## src/rtl/dds_pkg.sv

```systemverilog
// Shared types and constants for the DDS wave shaper datapath.
// Latency: n/a (package only).
// Backpressure: n/a (package only).
package dds_pkg;

  localparam int ADDR_W    = 8;
  localparam int SAMPLE_W  = 8;
  localparam int QTR_DEPTH = 64;
  localparam int QTR_IDX_W = $clog2(QTR_DEPTH);

  typedef enum logic [1:0] {
    MODE_SINE   = 2'd0,
    MODE_SQUARE = 2'd1,
    MODE_TRI    = 2'd2,
    MODE_SAW    = 2'd3
  } wave_mode_e;

  // Signed full-scale values; -128 is never produced so the output stays off the rails.
  localparam logic [SAMPLE_W-1:0] W_POS_FS = 8'h7F;  // +127
  localparam logic [SAMPLE_W-1:0] W_NEG_FS = 8'h81;  // -127

  // Everything that travels with a sample through the input register.
  typedef struct packed {
    logic [ADDR_W-1:0]   addr;
    wave_mode_e          mode;
    logic [SAMPLE_W-1:0] amp;
  } s1_t;

  // Two's-complement negate of an 8-bit waveform value.
  function automatic logic [SAMPLE_W-1:0] neg8(input logic [SAMPLE_W-1:0] x);
    return 8'd0 - x;
  endfunction

endpackage

```

## src/rtl/sine_qtr_rom.sv

```systemverilog
// Quarter-wave sine table: Q[k] = round(127*sin(pi*(2k+1)/256)), k = 0..63.
// Latency: combinational.
// Backpressure: none.
// Ports: idx - table index (0..63); val - 7-bit unsigned magnitude.
module sine_qtr_rom
  import dds_pkg::*;
(
  input  logic [QTR_IDX_W-1:0] idx,
  output logic [6:0]           val
);

  always_comb begin
    val = '0;
    case (idx)
      6'd0:  val = 7'd2;   6'd1:  val = 7'd5;   6'd2:  val = 7'd8;   6'd3:  val = 7'd11;
      6'd4:  val = 7'd14;  6'd5:  val = 7'd17;  6'd6:  val = 7'd20;  6'd7:  val = 7'd23;
      6'd8:  val = 7'd26;  6'd9:  val = 7'd29;  6'd10: val = 7'd32;  6'd11: val = 7'd35;
      6'd12: val = 7'd38;  6'd13: val = 7'd41;  6'd14: val = 7'd44;  6'd15: val = 7'd47;
      6'd16: val = 7'd50;  6'd17: val = 7'd53;  6'd18: val = 7'd56;  6'd19: val = 7'd58;
      6'd20: val = 7'd61;  6'd21: val = 7'd64;  6'd22: val = 7'd67;  6'd23: val = 7'd69;
      6'd24: val = 7'd72;  6'd25: val = 7'd74;  6'd26: val = 7'd77;  6'd27: val = 7'd79;
      6'd28: val = 7'd82;  6'd29: val = 7'd84;  6'd30: val = 7'd86;  6'd31: val = 7'd89;
      6'd32: val = 7'd91;  6'd33: val = 7'd93;  6'd34: val = 7'd95;  6'd35: val = 7'd97;
      6'd36: val = 7'd99;  6'd37: val = 7'd101; 6'd38: val = 7'd103; 6'd39: val = 7'd105;
      6'd40: val = 7'd106; 6'd41: val = 7'd108; 6'd42: val = 7'd110; 6'd43: val = 7'd111;
      6'd44: val = 7'd113; 6'd45: val = 7'd114; 6'd46: val = 7'd115; 6'd47: val = 7'd117;
      6'd48: val = 7'd118; 6'd49: val = 7'd119; 6'd50: val = 7'd120; 6'd51: val = 7'd121;
      6'd52: val = 7'd122; 6'd53: val = 7'd123; 6'd54: val = 7'd124; 6'd55: val = 7'd124;
      6'd56: val = 7'd125; 6'd57: val = 7'd125; 6'd58: val = 7'd126; 6'd59: val = 7'd126;
      6'd60: val = 7'd127; 6'd61: val = 7'd127; 6'd62: val = 7'd127; 6'd63: val = 7'd127;
      default: val = '0;
    endcase
  end

endmodule

```

## src/rtl/dds_wave_shaper.sv

```systemverilog
// Phase address -> amplitude-scaled offset-binary DAC sample (sine/square/triangle/saw).
// Latency: 3 register stages (valid at edge N -> sample_valid after edge N+2), 1 sample/clk.
// Backpressure: none; upstream may insert bubbles via addr_valid, output holds while invalid.
// Ports: clk, rst (sync, active-high); addr_in/addr_valid/mode/amp in; sample/sample_valid out.
module dds_wave_shaper
  import dds_pkg::*;
#(
  parameter int OUT_MID = 128,
  parameter bit INVERT  = 1'b0
) (
  input  logic                clk,
  input  logic                rst,
  input  logic [ADDR_W-1:0]   addr_in,
  input  logic                addr_valid,
  input  logic [1:0]          mode,
  input  logic [SAMPLE_W-1:0] amp,
  output logic [SAMPLE_W-1:0] sample,
  output logic                sample_valid
);

  localparam logic [SAMPLE_W-1:0] MID = 8'(OUT_MID);

  // ---------------- S1: input register ----------------
  s1_t  s1_q;
  logic v1;

  always_ff @(posedge clk) begin
    if (rst) begin
      v1   <= 1'b0;
      s1_q <= '0;
    end else begin
      v1 <= addr_valid;
      if (addr_valid) begin
        s1_q <= '{addr: addr_in, mode: wave_mode_e'(mode), amp: amp};
      end
    end
  end

  // ---------------- S2: shape ----------------
  logic [QTR_IDX_W-1:0] qtr_idx;
  logic [6:0]           qtr_val;
  logic [SAMPLE_W-1:0]  w_shape;
  logic [SAMPLE_W-1:0]  w_fin;

  // Odd quadrants (addr[6] = 1) read the table backwards: 63 - i == ~i.
  assign qtr_idx = s1_q.addr[6] ? ~s1_q.addr[5:0] : s1_q.addr[5:0];

  sine_qtr_rom u_sine_qtr_rom (
    .idx (qtr_idx),
    .val (qtr_val)
  );

  always_comb begin
    w_shape = '0;
    case (s1_q.mode)
      // Second half-cycle (addr[7] = 1) is the negated first half.
      MODE_SINE:   w_shape = s1_q.addr[7] ? neg8({1'b0, qtr_val}) : {1'b0, qtr_val};
      MODE_SQUARE: w_shape = s1_q.addr[7] ? W_NEG_FS : W_POS_FS;
      // 8-bit wraparound gives the right two's-complement result; range is +/-127.
      MODE_TRI:    w_shape = s1_q.addr[7] ? (8'd127 - {s1_q.addr[6:0], 1'b0})
                                          : ({s1_q.addr[6:0], 1'b0} - 8'd127);
      // addr - 128 is just an MSB flip; addr 0 would give -128, clamp to -127.
      MODE_SAW:    w_shape = (s1_q.addr == 8'h00) ? W_NEG_FS
                                                  : {~s1_q.addr[7], s1_q.addr[6:0]};
      default:     w_shape = '0;
    endcase
    w_fin = INVERT ? neg8(w_shape) : w_shape;
  end

  logic [SAMPLE_W-1:0] w2;
  logic [SAMPLE_W-1:0] amp2;
  logic                v2;

  always_ff @(posedge clk) begin
    if (rst) begin
      v2   <= 1'b0;
      w2   <= '0;
      amp2 <= '0;
    end else begin
      v2 <= v1;
      if (v1) begin
        w2   <= w_fin;
        amp2 <= s1_q.amp;
      end
    end
  end

  // ---------------- S3: scale and offset ----------------
  // |w*amp| <= 127*255 fits a 16-bit signed product; amp is zero-extended (unsigned).
  logic signed [15:0]  prod;
  logic [SAMPLE_W-1:0] sample_next;

  assign prod        = $signed({{8{w2[7]}}, w2}) * $signed({8'd0, amp2});
  // Arithmetic shift floors toward -inf; only the low byte of the sum reaches the DAC.
  assign sample_next = 8'((prod >>> 8) + $signed({8'd0, MID}));

  always_ff @(posedge clk) begin
    if (rst) begin
      sample       <= MID;
      sample_valid <= 1'b0;
    end else begin
      sample_valid <= v2;
      if (v2) begin
        sample <= sample_next;
      end
    end
  end

endmodule

```

## config.mk

```make
export PLATFORM = sky130hd
export DESIGN_NAME = dds_wave_shaper
export DESIGN_NICKNAME = d
export VERILOG_FILES = /design/src/rtl/dds_pkg.sv /design/src/rtl/sine_qtr_rom.sv /design/src/rtl/dds_wave_shaper.sv
export SDC_FILE = /design/constraint.sdc
export NUM_CORES = 1
export LEC_CHECK = 0
export CORE_MARGIN = 10
export CORE_UTILIZATION = 50
export CTS_BUF_LIST = sky130_fd_sc_hd__clkbuf_8
export DETAILED_ROUTE_END_ITERATION = 12
export GPL_ROUTABILITY_DRIVEN = 0
export HOLD_SLACK_MARGIN = 0.08
export PLACE_DENSITY_LB_ADDON = 0.25
export SYNTH_ARGS = -nofsm -noshare
export SYNTH_HDL_FRONTEND = slang
export SYNTH_SLANG_ARGS = --single-unit
export TNS_END_PERCENT = 1
```

## constraint.sdc

```tcl
create_clock -name clk -period 4.15 [get_ports clk]
set_input_delay 1.245 -clock clk [delete_from_list [all_inputs] [get_ports clk]]
set_output_delay 1.245 -clock clk [all_outputs]
set_load 0.02 [all_outputs]
```

# After elaboration in Yosys (flattened, before gate mapping)
# Memory sizes are Yosys's and may differ from the RTL's.
# Index checks and enable logic that the tools add are counted.
[totals]
ff_bits = 45
latchBits = 0
ramBits = 0
romBits = 448
elab_cells = 28
mem_count = 1
[op_classes]
n_addsub = 4
mul = 1
div_mod_pow = 0
order_cmp = 0
eq_ne = 3
n_shift = 0
muxes = 6
bitwise = 2
reduce_logical = 2
[memory_table]
columns = ["memory", "words", "width", "rd", "rd_ports_with_merged_regs", "wr", "line_no", "rtl"]
rows = [
  ["(no name shown)", 64, 7, 1, 0, 0, "sine_qtr_rom.sv:14", "case (idx)"],
]
[op_table]
columns = ["op", "n"]
rows = [
  ["8-bit two-way mux", 4],
  ["8-bit one-hot mux with 4 select lines", 1],
  ["8-bit by 9-bit multiplier with 16-bit output", 1],
  ["8-bit adder (second input constant)", 1],
  ["8-bit zero test", 1],
  ["1-bit by 7-bit subtractor with 8-bit output (first input constant)", 1],
  ["7-bit by 8-bit subtractor with 8-bit output (first input constant)", 1],
  ["8-bit by 7-bit subtractor with 8-bit output (second input constant)", 1],
  ["6-bit two-way mux", 1],
  ["6-bit inverter", 1],
  ["2-bit == test (second input constant)", 2],
  ["2-bit by 1-bit == test with 1-bit output (second input constant)", 1],
  ["2-bit zero test", 1],
  ["1-bit inverter", 1],
]

# Longest topological paths before layout
# Gate-level depths: netlist (run 1).
# An unclocked memory read counts as a cell.
[logic_depth]
depth_word = 6
ltp_mapped = 18

# Hierarchy
# Synthesis (run 1) repeated with hierarchy kept, for this count alone.
[unflattened]
hier_cells = 549
area_unflattened_um2 = 4679.5
[modules_own_cells]
columns = ["mod", "instances", "cells_per_inst", "area_per_inst_um2", "seq_area_each_um2"]
rows = [
  ["dds_wave_shaper", 1, 466, 4093.9, 900.9],
  ["sine_qtr_rom", 1, 83, 585.6, 0.0],
]

# Worst setup path after synthesis (run 1)
# Ideal clock, no wire load.
[synth_timing]
path_kind = "reg-to-reg"
from = "reg w2[6]"
to = "reg sample[6]"
setup_ps = 128
t_arrival_ps = 4397
t_required_ps = 4022
slack_ps = -374
path_stages_with_launch = 17
period_less_slack_ps = 4524
cell_sequence = "dfxtp_1 -> clkbuf_1 -> nand2_1 -> fa_1 -> fa_1 -> inv_1 -> fa_1 -> fa_1 -> ha_1 -> and4b_1 -> a221oi_1 -> a21o_1 -> a21oi_1 -> a2111oi_4 -> xnor2_1 -> mux2i_1 -> nor2_1"
[synth_via]
elab_chain_len = 2
[synth_rtl]
columns = ["element", "line_no", "rtl"]
rows = [
  ["start, declared", "dds_wave_shaper.sv:70", "logic [SAMPLE_W-1:0] w2;"],
  ["start signal, assigned", "dds_wave_shaper.sv:82", "w2 <= w_fin;"],
  ["8-bit by 9-bit multiplier with 16-bit output", "dds_wave_shaper.sv:93", "assign prod = $signed({{8{w2[7]}}, w2}) * $signed({8'd0, amp2});"],
  ["8-bit adder", "dds_wave_shaper.sv:95", "assign sample_next = 8'((prod >>> 8) + $signed({8'd0, MID}));"],
  ["end signal, assigned", "dds_wave_shaper.sv:104", "sample <= sample_next;"],
  ["end, declared", "dds_wave_shaper.sv:17", "output logic [SAMPLE_W-1:0] sample,"],
]
# Every way passes these cells.
# A chain may end at the register's enable or synchronous reset.

# Worst setup path in the final report (run 1)
[layout_timing]
from = "reg w2[4]"
to = "reg sample[7]"
# Same word-level chain as after synthesis.

==> flow_metrics.py, run 1 <==
metrics = {
    "worst_setup_path": {
        "crit_path_end_kind": "flop",
        "crit_buf_inv": 3,
        "crit_type": "flop to flop",
        "worstPathMaxFanout": 5,
        "crit_chain": "and2_4, fa_1, inv_1, fa_1, inv_1, fa_1, fa_1, ha_4, and4b_1, a221oi_2, a21o_1, a21oi_1, a2111oi_4, buf_4, nand3_1, o211ai_1",
        "critPathSlowestCell": "fa_1",
        "max_stage_delay_ns": 0.56,
        "arrival_ns": 4.47,
        "crit_top_cell": "fa_1",
        "crit_required_ns": 4.37,
        "path_delay_family": "adder cells",
        "crit_path_start_kind": "flop",
    },
    "status": {
        "status": "finished with violations",
        "violations": "setup timing",
    },
    "place": {
        "place_hpwl_mm": 9.87,
        "placement.io_buffers": 29,
        "dp_cells": 808,
    },
    "drt": {
        "top_layer": "met4",
        "wl_met2_mm": 6.32,
        "drt-met1-wl_mm": 5.20,
        "dr.first_iter.drc_count": 312,
        "wirelength_mm": 12.4,
        "viasPerCell": 5.57,
        "wire_per_inst_um": 15.1,
        "firstDrtPassIters": 5,
        "vias": 4542,
        "wl_met3_um": 403,
        "drcViolationCount": 0,
        "postRouteAntennaNets": 0,
    },
    "grt": {
        "grt_overflow": 0,
        "first_global_vias": 4573,
        "grt_max_degree": 44,
        "grt_pass1_wl_mm": 21.5,
        "track_usage_pct": 17.0,
        "antenna_found_initial": 0,
    },
    "logic_synthesis": {
        "yosysMostFrequentCell": "inv_1",
        "synth.distinct_cells": 75,
        "synth.avg_cell_area_um2": 8.26,
        "synthTopCellsByCount": "71 x inv_1, 64 x nor2_1, 46 x ha_1",
        "synth_top_area_share_pct": 17.1,
        "ys.flop_type": "dfxtp_1",
        "synth_edf_count": 0,
        "seq_area_frac_synth_pct": 17.1,
        "async_flop_share_pct": 0,
        "synthCells": 637,
        "syn_area_um2": 5260,
        "synth_top_area_cell": "dfxtp_1",
        "synth-seq-cells": 45,
        "syn_nets": 739,
        "ys_top_cells_by_area": "dfxtp_1 17%, fa_1 13%, ha_1 11%",
        "yosysWarnings": 0,
    },
    "timing": {
        "finalClockSkew_ns": 0.00829,
        "fin_crit_sh_pct": 102,
        "rsz0062_at_grt": "yes",
        "tightest_slew_ns": 0.927,
        "slew_headroom_pct": 38.1,
        "fin_tns_setup_ns": -0.298,
        "fmax_mhz": 235,
        "period_needed_ns": 4.25,
        "finalHoldViolCount": 0,
        "drv_slew": 0,
        "fin_ws_ns": -0.0978,
        "setup_viol": 4,
    },
    "cts": {
        "cts_tree": "yes",
        "postCtsSetupRepairBufs": 0,
        "path_clk_slew_ns": 0.09,
        "clock_tree.root_cell": "clkbuf_8",
        "clkLatencyLatePin_ns": 0.30,
        "cts_buffers": 5,
        "clock_path_buffers": 2,
        "h-tree-depth": 2,
        "clock_sinks": 45,
    },
    "floorplanning": {
        "initial_core_util_pct": 51.2,
        "fp.dieH_um": 123,
        "ioPinCount": 30,
        "num_rows": 37,
        "die_x_um": 123,
        "die_area_um2": 15000,
        "core-area_um2": 10300,
    },
    "hold_path": {
        "worstHoldPathType": "flop to flop",
    },
    "power": {
        "pwr_density_cell_nw_per_um2": 209,
        "p_total_mw": 1.25,
        "power.leakage_nw": 2.81,
        "vdd_ir_drop_max_uv": 147,
    },
    "layout": {
        "drive_gt1_share_pct": 12.1,
        "antenna_cells": 0,
        "final_cells": 816,
        "syn_to_final_growth_pct": 14.3,
        "fin_nets": 781,
    },
    "run": {
        "maxCapViolations": 0,
    },
}
==> state kept, by name (all words and copies together) (netlist names) <==
register      cells
sample_valid      1
v2                1
s1_q             18
v1                1
sample            8
amp2              8
w2                8
==> final cells by class <==
class                           instances  area, um2
Sequential cell                        45        913
Multi-Input combinational cell        481       3910
Tap cell                              136        170
Clock inverter                          3       47.5
Timing Repair Buffer                   75        636
Clock buffer                            5       68.8
Inverter                               71        267
Fill cell                             937       4260
==> final timing paths <==
| path | cells after the start | start | slack (ns) | endpoint |
|---|---|---|---|---|
| hold reg to reg | 2 | sample[1] | 0.50 | sample[1] |
| hold / removal | 2 | sample[1] | 0.50 | sample[1] |
| setup reg to reg | 16 | w2[4] | -0.1 | sample[7] |
| setup / recovery | 16 | w2[4] | -0.1 | sample[7] |
==> cell families (layout without fill, tap and decap cells) <==
logic type / after synthesis / count (layout) / synth area share, %
flops: 45 / 45 / 17.1
fa+ha+maj: 82 / 82 / 24.4
mux: 40 / 40 / 7.70
simple gates: 217 / 217 / 21.0
buf+inv: 111 / 154 / 9.18
xor+xnor: 19 / 19 / 3.16
compound gates: 123 / 123 / 17.4
==> routing by layer <==
layer	vias up	GRT usage (%)
met5	-	0
met4	0	6.33
met3	32	1.70
met2	126	31.4
met1	2138	20.0
li1	2246	-
==> worst reg2reg max path, stage by stage, from the launching register on <==
cell       delay (ns)
dfxtp_4          0.37
and2_4           0.16
fa_1             0.52
inv_1            0.05
fa_1             0.48
inv_1            0.05
fa_1             0.46
fa_1             0.56
ha_4             0.21
and4b_1          0.18
a221oi_2         0.26
a21o_1           0.17
a21oi_1          0.10
a2111oi_4        0.25
buf_4            0.17
nand3_1          0.06
o211ai_1         0.12
==> metrics by stage <==
step	hold WS [ns]	area (um2)	util [%]	setup slack (ns)
6_report	0.499	6010	58.5	-0.0978
2_1_floorplan	0.449	5300	-	-0.0146
3_5_place_dp	0.480	5870	57.2	-0.125
4_1_cts	0.506	5990	58.3	-0.126
5_1_grt	0.542	6010	58.5	-0.353
3_3_place_gp	0.473	5870	57.2	-0.0606
==> repair_timing <==
action | CTS | global route
hold buffers | 0 | 0
endpoints found under the hold margin | 0 | 0
gates resized for setup | 2 | 5
setup endpoints to repair | 5 | 7
pin swaps | 2 | 0
==> where the power goes <==
| part | switching [mW] | internal (mW) | leakage, nW | total [mW] |
|---|---|---|---|---|
| combinational | 0.231 | 0.187 | 2.38 | 0.418 |
| sequential | 0.0362 | 0.453 | 0.372 | 0.489 |
| clock | 0.163 | 0.184 | 0.0591 | 0.347 |
| total | 0.430 | 0.824 | 2.81 | 1.25 |
==> layout by cell type, fill, tap and decap left out, types with 4 or more instances in the layout <==
cell | netlist | layout
xnor2_1 | 11 | 11
nor2b_1 | 12 | 12
clkdlybuf4s50_1 | 0 | 29
nor2_1 | 64 | 64
ha_1 | 46 | 45
and2_1 | 36 | 35
nand2b_1 | 23 | 22
a31oi_1 | 4 | 4
dfxtp_2 | 0 | 4
a221oi_1 | 6 | 5
clkbuf_8 | 0 | 5
o211ai_1 | 7 | 7
nand2_1 | 44 | 44
dfxtp_1 | 45 | 39
fa_1 | 35 | 35
inv_1 | 71 | 70
mux2i_1 | 39 | 39
a21oi_1 | 27 | 27
and3_1 | 5 | 5
buf_4 | 2 | 46
xor2_1 | 8 | 8
o21ai_0 | 22 | 21
a21o_1 | 7 | 7
o21bai_1 | 4 | 4
nand4_1 | 4 | 4
nand3_1 | 9 | 9
Note: power is estimated with default switching activity, not from simulation.
==> inputs of run 2 (changes only) <==
- CORE_UTILIZATION: 50 -> 57
==> run 2 against run 1 <==
  * The run still ends with setup timing left
  * Non-clock buffer count did not move
  * Clock-buffer cell count did not move
  * Die area fell by 10%
  * Register-to-register slack improved by 0.04 ns
  * Setup slack improved by 0.044 ns
  * Largest cell class unchanged
  * Largest power group unchanged
==> flow_metrics.py, run 2 (synthesized netlist as in run 1, its figures left out) <==
metrics = {
    "layout": {
        "largest_register_ffs": 18,
        "layout_commonest_cell": "inv_1",
        "drive_gt1_share_pct": 11.9,
        "mostFrequentLayoutCells": "70 x inv_1, 64 x nor2_1, 46 x ha_1, 46 x buf_4, 44 x nand2_1",
        "regMostFlops": "s1_q",
        "fin_nets": 781,
        "antenna_cells": 0,
        "fillers": 767,
        "syn_to_final_growth_pct": 13.4,
    },
    "timing": {
        "drv_slew": 0,
        "slew_headroom_pct": 21.1,
        "finalHoldViolCount": 0,
        "rsz0062_at_grt": "yes",
        "tightest_slew_ns": 1.18,
        "hold_slack_ns": 0.510,
        "fmax_mhz": 238,
        "period_needed_ns": 4.20,
        "fin_tns_setup_ns": -0.135,
        "setup_viol": 3,
        "finalClockSkew_ns": 0.00982,
        "fin_ws_ns": -0.0537,
        "fin_crit_sh_pct": 101,
    },
    "cts": {
        "cts_buffers": 5,
        "h-tree-depth": 2,
        "cts_tree": "yes",
        "clock_path_buffers": 2,
        "path_clk_slew_ns": 0.10,
        "clock_tree.root_cell": "clkbuf_8",
        "clkLatencyLatePin_ns": 0.31,
        "clock_sinks": 45,
    },
    "place": {
        "placement.io_buffers": 29,
        "place_hpwl_mm": 9.84,
    },
    "floorplanning": {
        "ioPinCount": 30,
        "die_x_um": 116,
        "core-area_um2": 9110,
        "initial_core_util_pct": 57.8,
        "fp.dieH_um": 116,
        "num_rows": 35,
        "die_area_um2": 13500,
    },
    "power": {
        "p_seq_share_pct": 38.6,
        "pwr_density_cell_nw_per_um2": 212,
        "p_clk_share_pct": 28.3,
        "p_sw_share_pct": 34.9,
        "power.net_switching_uw": 442,
        "power.leakage_nw": 2.81,
        "vdd_ir_drop_max_uv": 176,
        "p_total_mw": 1.27,
        "power.internal_uw": 825,
        "combPwrFrac_pct": 33.1,
    },
    "hold_path": {
        "worstHoldPathType": "flop to flop",
    },
    "worst_setup_path": {
        "rrSetupSlack_ns": -0.05,
        "worstPathMaxFanout": 4,
        "arrival_ns": 4.38,
        "crit_required_ns": 4.33,
        "crit_type": "flop to flop",
        "crit_path_end_kind": "flop",
        "crit_path_start_kind": "flop",
    },
    "status": {
        "violations": "setup timing",
        "status": "finished with violations",
    },
    "drt": {
        "vias": 4616,
        "firstDrtPassIters": 5,
        "postRouteAntennaNets": 0,
        "dr.first_iter.drc_count": 255,
        "drcViolationCount": 0,
        "wirelength_mm": 12.5,
        "wire_per_inst_um": 15.8,
        "viasPerCell": 5.84,
    },
    "grt": {
        "grt_pass1_wl_mm": 21.9,
        "grt_overflow": 0,
        "antenna_found_initial": 0,
        "track_usage_pct": 19.5,
        "first_global_vias": 4775,
        "grt_max_degree": 44,
    },
    "run": {
        "maxCapViolations": 0,
    },
}
==> run 2: layout make-up <==
class / count / area (um2) / share of cell area (%)
multi-input cells: 481 / 3890 / 65.3
clock buffers: 5 / 68.8 / 1.15
clock inverters: 3 / 50.0 / 0.839
well taps: 111 / 139 / 2.33
flip-flops and latches: 45 / 912 / 15.3
repair buffers: 75 / 636 / 10.7
inverters: 71 / 267 / 4.47
==> run 2: worst paths after layout <==
| kind | to | cells after the start | start |
|---|---|---|---|
| setup / recovery | sample[5] | 16 | w2[3] |
| hold / removal | sample[3] | 2 | sample[3] |
| setup reg to reg | sample[5] | 16 | w2[3] |
| hold reg to reg | sample[3] | 2 | sample[3] |
==> run 2: timing repair <==
action,in CTS,in global routing
buffers inserted,1,0
hold endpoints to repair,0,0
resized for setup,4,1
hold buffers,0,0
pin swaps,7,2
setup endpoints to repair,5,7
==> run 2: worst max-delay path: stages (launching register included) <==
cell and delay (ns):
dfxtp_2 0.35, and2_1 0.17, fa_1 0.50, inv_1 0.05
fa_1 0.48, inv_1 0.05, fa_1 0.49, fa_1 0.41
ha_1 0.29, and4b_1 0.19, a221oi_2 0.26, a21o_1 0.18
nand2_1 0.07, a21o_1 0.18, a21o_1 0.19, xnor2_1 0.13
o22ai_1 0.09
==> run 2: metrics by stage <==
| step | setup WS (ns) | instance area, um2 | cells | utilization (%) |
|---|---|---|---|---|
| after floorplan | -0.0146 | 5300 | 637 | - |
| after global placement | -0.0416 | 5840 | 782 | 64.1 |
| after detailed placement | -0.118 | 5840 | 782 | 64.1 |
| after CTS | -0.0913 | 5970 | 791 | 65.5 |
| after global routing | -0.306 | 5970 | 791 | 65.5 |
| final | -0.0537 | 5970 | 791 | 65.5 |
==> run 2: power groups by stage <==
stage / combinational, mW / clock [mW] / sequential, mW
2_1_floorplan: 0.310 / 0 / 0.480
3_3_place_gp: 0.401 / 0 / 0.496
5_1_grt: 0.463 / 0.378 / 0.494
3_5_place_dp: 0.412 / 0 / 0.498
4_1_cts: 0.415 / 0.359 / 0.489
6_report: 0.419 / 0.359 / 0.489
==> run 2: metal layers <==
layer	GRT usage, %	share of wire (%)	up-vias
li1	-	-	2253
met4	8.01	3.3	0
met2	35.7	51	144
met1	22.4	41	2171
met3	2.38	4.4	48
met5	0	0	-
